**src/rtl/regfile_scoreboard.sv**
```systemverilog
// regfile_scoreboard: multi-port register file with a per-register
// pending-write scoreboard.
//  - NUM_REGS = 2**ADDR_W registers of DATA_W bits. Register 0 always reads
//    zero and ignores writes.
//  - NUM_RD combinational read ports, each reporting whether the addressed
//    register still has a writeback outstanding.
//  - Each register r != 0 has a CNT_W-bit count of in-flight producers.
//    Decode increments it on issue and writeback decrements it. A saturated
//    counter back-pressures issue_ready.
//  - flush discards every reservation. Data writes still commit.
// Optional feature macro: REGFILE_BYPASS_EN. When defined, a same-cycle
// writeback is forwarded to matching read ports.
module regfile_scoreboard #(
    parameter int DATA_W = 16,
    parameter int ADDR_W = 4,
    parameter int NUM_RD = 2,
    parameter int CNT_W  = 2
) (
    input  logic                     clk,
    input  logic                     rst,
    input  logic [NUM_RD*ADDR_W-1:0] rd_addr,
    output logic [NUM_RD*DATA_W-1:0] rd_data,
    output logic [NUM_RD-1:0]        rd_busy,
    input  logic                     wr_en,
    input  logic [ADDR_W-1:0]        wr_addr,
    input  logic [DATA_W-1:0]        wr_data,
    input  logic                     issue_valid,
    input  logic [ADDR_W-1:0]        issue_addr,
    output logic                     issue_ready,
    input  logic                     flush,
    output logic [(1<<ADDR_W)-1:0]   busy_vec
);

    localparam int NUM_REGS = 1 << ADDR_W;
    localparam logic [CNT_W-1:0] CNT_MAX = '1;
    localparam logic [CNT_W-1:0] CNT_ONE = CNT_W'(1);

    logic [DATA_W-1:0] regs [NUM_REGS];
    logic [CNT_W-1:0]  cnt  [NUM_REGS];
    logic              wr_valid;
    logic              issue_fire;

    // A write to register 0 is architecturally a no-op.
    always_comb begin
        wr_valid = wr_en && (wr_addr != '0);
    end

    // Refuse a reservation only when the counter is saturated and no
    // writeback to the same register retires one producer this cycle.
    always_comb begin
        issue_ready = 1'b1;
        if ((issue_addr != '0) && (cnt[issue_addr] == CNT_MAX) &&
            !(wr_en && (wr_addr == issue_addr))) begin
            issue_ready = 1'b0;
        end
        issue_fire = issue_valid && issue_ready;
    end

    // Data storage. Register 0 is only touched by reset, so it stays zero.
    always_ff @(posedge clk) begin
        if (rst) begin
            for (int unsigned r = 0; r < NUM_REGS; r++) begin
                regs[r] <= '0;
            end
        end else if (wr_valid) begin
            regs[wr_addr] <= wr_data;
        end
    end

    // Pending counters.
    // An accepted issue and a writeback to the same register cancel, even
    // when the counter is zero. A lone writeback never underflows.
    // flush and rst both clear the counters and take priority over any
    // same-cycle issue or writeback effect.
    always_ff @(posedge clk) begin
        if (rst || flush) begin
            for (int unsigned r = 0; r < NUM_REGS; r++) begin
                cnt[r] <= '0;
            end
        end else begin
            cnt[0] <= '0;
            for (int unsigned r = 1; r < NUM_REGS; r++) begin
                if (issue_fire && (issue_addr == ADDR_W'(r)) &&
                    !(wr_en && (wr_addr == ADDR_W'(r)))) begin
                    cnt[r] <= cnt[r] + CNT_ONE;
                end else if (wr_en && (wr_addr == ADDR_W'(r)) &&
                             !(issue_fire && (issue_addr == ADDR_W'(r))) &&
                             (cnt[r] != '0)) begin
                    cnt[r] <= cnt[r] - CNT_ONE;
                end
            end
        end
    end

    // Busy flags come straight from the registered counters.
    always_comb begin
        busy_vec = '0;
        for (int unsigned r = 0; r < NUM_REGS; r++) begin
            busy_vec[r] = (cnt[r] != '0);
        end
    end

    // Read ports: stored value and registered busy flag.
    // With bypass enabled, a matching writeback is forwarded. The port also
    // reports not-busy when that writeback retires the last producer.
    always_comb begin
        rd_data = '0;
        rd_busy = '0;
        for (int unsigned i = 0; i < NUM_RD; i++) begin
            rd_data[i*DATA_W +: DATA_W] = regs[rd_addr[i*ADDR_W +: ADDR_W]];
            rd_busy[i] = busy_vec[rd_addr[i*ADDR_W +: ADDR_W]];
`ifdef REGFILE_BYPASS_EN
            if (wr_valid && (rd_addr[i*ADDR_W +: ADDR_W] == wr_addr)) begin
                rd_data[i*DATA_W +: DATA_W] = wr_data;
                if (cnt[wr_addr] <= CNT_ONE) begin
                    rd_busy[i] = 1'b0;
                end
            end
`else
            // Without bypass, a same-cycle writeback is visible next cycle.
`endif
        end
    end

endmodule

```
**config.mk**
```make
export PLATFORM = sky130hd
export DESIGN_NAME = regfile_scoreboard
export DESIGN_NICKNAME = d
export VERILOG_FILES = /design/src/rtl/regfile_scoreboard.sv
export SDC_FILE = /design/constraint.sdc
export NUM_CORES = 1
export LEC_CHECK = 0
export CORE_MARGIN = 8
export CORE_UTILIZATION = 48
export DETAILED_ROUTE_END_ITERATION = 12
export DONT_BUFFER_PORTS = 1
export PLACE_DENSITY_LB_ADDON = 0.25
export SLEW_MARGIN = 15
export SYNTH_ARGS = -nofsm -noshare
export SYNTH_HDL_FRONTEND = slang
export SYNTH_SLANG_ARGS = --single-unit
```
**constraint.sdc**
```tcl
create_clock -name clk -period 3.1 [get_ports clk]
set_input_delay 0.62 -clock clk [delete_from_list [all_inputs] [get_ports clk]]
set_output_delay 0.62 -clock clk [all_outputs]
set_load 0.005 [all_outputs]
```
After elaboration in Yosys (flattened, before gate mapping):

Memory sizes are Yosys's and may differ from the RTL's.
Index checks and enable logic that the tools add are counted.

* $add $sub $neg: 30
* multipliers: 0
* divide/modulo/power cells: 0
* order comparisons: 2
* eq/ne operators: 32
* shifts and indexed selects: 0
* mux-type cells: 152
* bitwise logic cells: 31
* reduce and logical (&&, ||, !) cells: 131

Operators with widths (number)
* 1-bit 2-to-1 mux: 117
* 1-bit logical AND: 80
* 4-bit equality test (second input constant): 16
* 2-bit 2-to-1 mux: 31
* 4-bit by 3-bit equality test with 1-bit output (second input constant): 8
* 2-bit nonzero test: 16
* 1-bit logical NOT: 31
* 1-bit bitwise OR: 31
* 2-bit by 1-bit adder with 2-bit output (second input constant): 15
* 2-bit by 1-bit subtractor with 2-bit output (second input constant): 15
* 4-bit by 2-bit equality test with 1-bit output (second input constant): 4
* 16-bit 2-to-1 mux: 1
* 16-bit OR reduction: 1
* 4-bit by 5-bit less-than comparator with 1-bit output (second input constant): 2
* 1-bit binary-select mux with 4-bit select: 2
* 4-bit by 1-bit equality test with 1-bit output (second input constant): 2
* 4-bit nonzero test: 2
* 4-bit equality test: 1
* 4-bit 2-to-1 mux: 1
* 2-bit equality test (second input constant): 1
* 1-bit logical OR: 1

* bits in registers: 0
* bits in latches: 0
* memory bits (writable): 288
* memory bits (read-only): 0
* logic and storage cells: 380
* memories: 2

Memory list
* regs: depth 16, width 16, rd ports 2, clocked after memory_dff 0, wr ports 16, RTL line 38 `logic [DATA_W-1:0] regs [NUM_REGS];`
* cnt: depth 16, width 2, rd ports 17, clocked after memory_dff 0, wr ports 16, RTL line 39 `logic [CNT_W-1:0] cnt [NUM_REGS];`

Depth between registers and ports, before layout:

Gate-level depths: netlist of the first run.

* word-level depth: 15
* depth in mapped cells: 10
* mapped depth without buffers: 7

Worst setup path before layout of the first run:

OpenSTA, ideal clock, no wires.

* kind: input port to output port
* start: in rd_addr[0]
* end: out rd_data[11]
* arrival: 2.690 ns
* required time: 2.480 ns
* setup slack: -0.210 ns
* cell stages on the path: 5
* buffers on the path: 3
* cells stage by stage: clkbuf_1 > clkbuf_1 > buf_2 > mux4_2 > mux4_2

* longest elaborated chain between the ends: 1

Ends and longest elaborated chain
* start, declared: RTL line 21 `input logic [NUM_RD*ADDR_W-1:0] rd_addr,`
* memory read 16 x 16 bit
* end, declared: RTL line 22 `output logic [NUM_RD*DATA_W-1:0] rd_data,`

No other way between the ends.

==> results of run 1 <==
layout make-up:
type	instances	area share
Clock inverter	16	0.00841
Timing Repair Buffer	29	0.0164
Tap cell	448	0.0314
Multi-Input combinational cell	754	0.413
Sequential cell	286	0.481
Inverter	20	0.00434
Clock buffer	40	0.0453
cell families after synthesis:
kind of cell    after synthesis
compound gates               95
flops                       286
xor+xnor                      3
other cells                   1
simple gates                462
buf+inv                     124
fa+ha+maj                     1
mux                         176
sequential cells by signal (all words and copies together) (netlist names):
name / cells
cnt: 30
regs: 256
where the power goes:
group | internal [W] | switching (W) | leakage, nW
registers | 0.00450 | 0.000130 | 2.78
logic | 0.000522 | 0.000450 | 2.71
clock network | 0.00207 | 0.00151 | 0.470
total | 0.00709 | 0.00209 | 5.96
cell usage after synthesis, drive strengths merged (8+ instances only):
library cell | instances | area share
a211oi | 11 | 0.0050
a21oi | 9 | 0.0028
a31oi | 10 | 0.0038
and2 | 249 | 0.095
and3 | 9 | 0.0034
buf | 23 | 0.0068
clkbuf | 81 | 0.019
edfxtp | 286 | 0.52
inv | 20 | 0.0046
mux4 | 171 | 0.24
nand2 | 47 | 0.011
nand2b | 9 | 0.0034
nand3 | 9 | 0.0028
nand4b | 15 | 0.0080
nor2 | 50 | 0.011
nor3 | 21 | 0.0064
o211ai | 15 | 0.0069
o21ai | 12 | 0.0037
o311ai | 8 | 0.0043
o31ai | 14 | 0.0064
or2 | 22 | 0.0084
path summary, 6_finish.rpt:
check	from	slack, ps	cells after the start	to
max reg2reg	cnt[5][1]	420	7	cnt[11][0]
min reg2reg	cnt[9][0]	610	1	cnt[9][0]
min	rst	190	0	regs[0][0]
max	cnt[1][1]	130	5	issue_ready
stage by stage:
step | cell area [sq um] | cells
after floorplan | 16400 | 1164
after detailed placement | 16900 | 1537
after global placement | 16900 | 1537
final | 17900 | 1593
after CTS | 17900 | 1593
after global routing | 17900 | 1593
timing repair:
action,4_1_cts,5_1_grt
endpoints found under the setup margin,0,1
resized for setup,0,2
hold buffers,0,0
routing by layer:
metal  global-route usage  vias to the layer above  routed length (um)
li1                     -                     4421                   -
met1                0.296                     5435               18500
met2                0.380                      501               22900
met3               0.0400                       92                3690
met4               0.0846                        0                1590
met5                    0                        -                   0
worst reg2reg max path, delay by kind of cell (launching register included):
kind / cells / cell delay, ps
AO/OA/AOI/OAI: 4 / 1210
buffers and inverters: 1 / 400
flip-flops: 1 / 440
multiplexers: 1 / 140
AND/OR/NAND/NOR: 1 / 180
==> qor.tcl, run 1 <==
set qor(run_status) {complete, no violations}
set qor(final-hold-violation-count) 0
set qor(path_class) {register to output pin}
set qor(power.total_w) 0.00918
set qor(num-nets-final) 1160
set qor(antenna_found_initial) 0
set qor(end_kind) {output pin}
set qor(cp_cell_sequence) {mux2_2, a221o_1, a311oi_1, a311oi_4, inv_4}
set qor(gr-total-overflow) 0
set qor(hold_path_class) {input pin to register}
set qor(multi_input_area_sq_mm) 0.00738
set qor(synth.yosys.warnings) 0
set qor(area_growth_syn_to_layout_pct) 9.08
set qor(yosysUniqueCellTypes) 48
set qor(placement_rows) 67
set qor(via_to_cell_ratio) 6.56
set qor(slew_violations) 0
set qor(drive_above_1_share) 0.236
set qor(power.density_mw_per_mm2) 514
set qor(numPortBuffers) 0
set qor(starting_density_of_the_core) 0.488
set qor(synth-main-ff-cell) {sky130_fd_sc_hd__edfxtp_1}
set qor(worst_path_largest_cell_delay_ps) 450
set qor(crit_required_ps) 2480
set qor(cts.repair_timing.setup_buffer_count) 0
set qor(num_antenna_cells) 0
set qor(whs_ps) 192
set qor(fmax_mhz) 336
set qor(crit_fanout) 23
set qor(insertion_delay_ps) 570
set qor(grt_max_degree) 71
set qor(synth_cells) 1148
set qor(cts_max_path_buffers) 3
set qor(synth_fa_ha_area_frac) 0.000764
set qor(muxShareOfSynthArea) 0.238
set qor(post_synthesis_compound_gate_area_fraction) 0.0421
set qor(nFillCells) 2725
set qor(clk_transition_reported_paths_ps) 60
set qor(grt_pass1_wl_um) 69500
set qor(synth_top_family_by_area) {multiplexers}
set qor(finalWorstSetupSlack_ps) 125
set qor(die_span_x_um) 201
set qor(cts.sink_count) 286
set qor(worst-path-buf-inv) 1
set qor(htreeDepth) 1
set qor(routed_wl_um) 46600
set qor(total_leakage_power_nw) 5.96
set qor(worst_slew_margin_rel) 0.494
set qor(grt_pass1_vias) 10720
set qor(crit_family) {compound AO/OA/AOI/OAI gates}
set qor(io-pin-count) 88
set qor(mostFrequentLayoutCell) {sky130_fd_sc_hd__edfxtp_1}
set qor(period_minus_slack_ps) 2970
set qor(grt_usage) 0.228
set qor(synth-async-reset-ratio) 0
set qor(place.gp.congestion) 0.836
set qor(cts_tree) {yes}
set qor(post_synth_instance_area_sq_mm) 0.0164
set qor(maxCapViolations) 0
set qor(synthesis.area_per_instance_sq_um) 14.3
set qor(unrepaired_setup_endpoints_after_global_routing) {no}
set qor(setup-tns-final_ps) 0
set qor(dieArea_sq_mm) 0.0403
set qor(clock_tree.root_cell) {sky130_fd_sc_hd__clkbuf_16}
set qor(ff_latch_area_sq_mm) 0.00859
set qor(detailedRoute.firstIterationViolations) 1064
set qor(die-height_um) 201
set qor(synth_simple_gate_area_share) 0.162
set qor(synthXorXnorAreaFrac) 0.00160
set qor(final_cell_mix) {sky130_fd_sc_hd__edfxtp_1, sky130_fd_sc_hd__and2_1, sky130_fd_sc_hd__mux4_2}
set qor(numCtsBuffers) 31
set qor(skew_ps) 10.1
set qor(place_hpwl_um) 28500
set qor(yosys_register_bits) 286
set qor(tightest_slew_ps) 759
set qor(arrival_ps) 2350
set qor(fin_crit_sh) 0.960
set qor(detailedPlace.worstSlack_ps) 213
set qor(synth_enable_flop_cells) 286
set qor(peakVddDrop_mv) 0.389
set qor(wl_per_cell_um) 29.2
set qor(post-route-util) 0.533
set qor(design.core.area_sq_mm) 0.0335
set qor(detail-route-antenna-nets) 0
set qor(number_of_design_rule_violations_left_after_detail_routing) 0
set qor(setup.worst_path.start_class) {register}
set qor(critical-path-slowest-cell) {sky130_fd_sc_hd__edfxtp_1}
set qor(synth_seq_area_share) 0.525
set qor(detail_route.first_pass.iterations) 5
set qor(num_vias) 10449
set qor(final_setup_violation_count) 0
No activity file was read; power rests on OpenSTA's default activity.
==> run 2: changes to the inputs <==
--- a/config.mk
+++ b/config.mk
@@ -5,8 +5,10 @@
 export SDC_FILE = /design/constraint.sdc
 export NUM_CORES = 1
 export LEC_CHECK = 0
+export CAP_MARGIN = 20
 export CORE_MARGIN = 8
 export CORE_UTILIZATION = 48
+export CTS_CLUSTER_SIZE = 40
 export DETAILED_ROUTE_END_ITERATION = 12
 export DONT_BUFFER_PORTS = 1
 export PLACE_DENSITY_LB_ADDON = 0.25
==> results of run 2 <==
Same layout as run 1: the final DEF is identical, and so are final timing and power.
==> run 3: changes to the inputs <==
--- a/config.mk
+++ b/config.mk
@@ -12,7 +12,7 @@
 export DETAILED_ROUTE_END_ITERATION = 12
 export DONT_BUFFER_PORTS = 1
 export PLACE_DENSITY_LB_ADDON = 0.25
-export SLEW_MARGIN = 15
+export SETUP_SLACK_MARGIN = 0.5
 export SYNTH_ARGS = -nofsm -noshare
 export SYNTH_HDL_FRONTEND = slang
 export SYNTH_SLANG_ARGS = --single-unit
==> run 3 against run 2 <==
  * Flip-flop and latch count unchanged
  * Hold slack worse by 17 ps
  * Via count up 1.3%
  * Die area unchanged
  * Final cell count up 1.1%
  * Maximum frequency up 4.7%
  * Total power down 2.7%
  * Count of clock-buffer cells in the layout down 6
  * Utilization up 0.25 points
  * Critical path depth unchanged
  * Highest routed layer unchanged
==> qor.tcl, run 3 (same netlist as run 1, synthesis figures left out) <==
set qor(run_status) {complete, no violations}
set qor(dieArea_sq_mm) 0.0403 ;# unchanged
set qor(unrepaired_setup_endpoints_after_global_routing) {yes}
set qor(detailedRoute.firstIterationViolations) 1236 ;# +16%
set qor(number_of_design_rule_violations_left_after_detail_routing) 0 ;# unchanged
set qor(worst_slew_margin_rel) 0.489 ;# -0.00523
set qor(final-hold-violation-count) 0 ;# unchanged
set qor(gr-total-overflow) 0 ;# unchanged
set qor(global_route.usage.met3) 0.0365 ;# -0.00355
set qor(setup.worst_path.start_class) {register}
set qor(cp_cell_sequence) {mux2_4, a221o_1, a311oi_2, a311oi_4, bufinv_8}
set qor(tightest_slew_ps) 767 ;# +7.85 ps
set qor(routed_wl_um) 47400 ;# +1.7%
set qor(end_kind) {output pin}
set qor(num_antenna_cells) 0 ;# unchanged
set qor(clock_tree.root_cell) {sky130_fd_sc_hd__clkbuf_16}
set qor(arrival_ps) 2220 ;# -130 ps
set qor(worstReg2RegStart) {cnt[1][1]}
set qor(globalRouteMet1Util) 0.307 ;# +0.0106
set qor(setup-tns-final_ps) 0 ;# unchanged
set qor(grt_pass1_wl_um) 70600 ;# +1.5%
set qor(num-nets-final) 1177 ;# +1.5%
set qor(drive_above_1_share) 0.256 ;# +0.0204
set qor(antenna_found_initial) 5 ;# +5
set qor(fin_crit_sh) 0.917 ;# -0.0429
set qor(power.density_mw_per_mm2) 498 ;# -3.2%
set qor(htreeDepth) 1 ;# unchanged
set qor(peakVddDrop_mv) 0.504 ;# +30%
set qor(crit_fanout) 6 ;# -74%
set qor(whs_ps) 175 ;# -17.1 ps
set qor(hold_path_class) {input pin to register}
set qor(total_leakage_power_nw) 6.02 ;# +1.0%
set qor(die-height_um) 201 ;# unchanged
set qor(final_cell_mix) {sky130_fd_sc_hd__edfxtp_1, sky130_fd_sc_hd__and2_1, sky130_fd_sc_hd__mux4_2}
set qor(grt_max_degree) 71 ;# unchanged
set qor(worst-path-buf-inv) 1 ;# unchanged
set qor(detail-route-antenna-nets) 0 ;# unchanged
set qor(layout_top_registers) {regs: 256 flops, cnt: 30 flops}
set qor(num_vias) 10589 ;# +1.3%
set qor(registers.top_by_ff_count) {regs}
set qor(numPortBuffers) 0 ;# unchanged
set qor(final_setup_violation_count) 0 ;# unchanged
set qor(path_class) {register to output pin}
set qor(fmax_mhz) 352 ;# +4.7%
set qor(cts_tree) {yes}
set qor(skew_ps) 7.84 ;# -2.21 ps
set qor(launch_point_of_the_worst_path) {cnt[1][1]}
set qor(critical-path-slowest-cell) {sky130_fd_sc_hd__edfxtp_1}
set qor(use_met2) 0.390 ;# +0.00972
set qor(maxCapViolations) 0 ;# unchanged
set qor(area_growth_syn_to_layout_pct) 9.60
set qor(cts_max_path_buffers) 3 ;# unchanged
set qor(nFillCells) 2727 ;# +0.073%
set qor(largest_register_ff_count) 256 ;# unchanged
set qor(mostFrequentLayoutCell) {sky130_fd_sc_hd__edfxtp_1}
set qor(cts.sink_count) 286 ;# unchanged
set qor(place.gp.congestion) 0.878 ;# +5.1%
set qor(placement_rows) 67 ;# unchanged
set qor(starting_density_of_the_core) 0.488 ;# unchanged
set qor(design.core.area_sq_mm) 0.0335 ;# unchanged
set qor(detail_route.first_pass.iterations) 5 ;# unchanged
set qor(hp-start) {rst}
set qor(place_hpwl_um) 28200 ;# -1.0%
set qor(crit_family) {compound AO/OA/AOI/OAI gates}
set qor(die_span_x_um) 201 ;# unchanged
set qor(cts_hold_repair.buffers) 0 ;# unchanged
set qor(grt-busiest-layer) {met2}
set qor(wl_per_cell_um) 29.4 ;# +0.58%
set qor(io-pin-count) 88 ;# unchanged
set qor(grt_pass1_vias) 10602 ;# -1.1%
set qor(slew_violations) 0 ;# unchanged
set qor(worst_path_largest_cell_delay_ps) 420 ;# -30 ps
set qor(clk_transition_reported_paths_ps) 70 ;# about the same
set qor(grt_usage) 0.232 ;# +0.00400
set qor(period_minus_slack_ps) 2840 ;# -133 ps
set qor(crit_required_ps) 2480 ;# about the same
set qor(insertion_delay_ps) 560 ;# about the same
set qor(via_to_cell_ratio) 6.57 ;# +0.21%
set qor(numCtsBuffers) 30 ;# -3.2%
-- run 3: cell count changes in the layout (fill, tap and decap cells not counted), sizes merged --
cell	previous run	this run
inv	21	23
clkinv	12	20
clkbuf	40	34
buf	29	45
bufinv	3	1
-- run 3: area by class of cell --
class,count,area [sq um],area share
Clock buffer,34,766,0.0427
Clock inverter,22,130,0.00725
Inverter,20,88.8,0.00495
Multi-Input combinational cell,754,7430,0.414
Sequential cell,286,8590,0.479
Tap cell,448,561,0.0312
Timing Repair Buffer,45,370,0.0206
Timing Repair inverter,2,12.5,0.000697
-- run 3: through the flow --
step | power (W) | util | area [sq um] | setup slack, ps | instances
6_report | 0.00893 | 0.535 | 17900 | 258 | 1611
5_1_grt | 0.00919 | 0.535 | 17900 | 203 | 1611
4_1_cts | 0.00895 | 0.534 | 17900 | 192 | 1608
3_5_place_dp | 0.00567 | 0.502 | 16800 | 201 | 1536
3_3_place_gp | 0.00564 | 0.502 | 16800 | 297 | 1536
2_1_floorplan | 0.00551 | - | 16600 | 480 | 1164
-- run 3: what timing repair did --
action / in CTS / in global routing
pin swaps: 7 / 2
gates resized for setup: 18 / 10
setup buffers: 14 / 3
setup endpoints to repair: 60 / 65
cloned: 2 / 0
-- run 3: path summary, 6_finish.rpt --
kind	end	slack [ps]	cells after the start
worst max-delay path	issue_ready	260	5
worst min-delay path	regs[0][4]	170	0
worst max register to register	cnt[4][1]	580	8
worst min register to register	cnt[10][0]	680	1
-- run 3: report_power, final --
part	leakage (nW)	switching [W]	internal, W
sequential	2.78	0.000132	0.00450
clock	0.446	0.00152	0.00178
combinational	2.79	0.000468	0.000539
total	6.02	0.00212	0.00681
-- run 3: routing by layer --
metal	vias up	wire length (um)
li1	4445	-
met1	5532	18700
met2	529	23600
met3	83	3700
met4	0	1410
met5	-	0
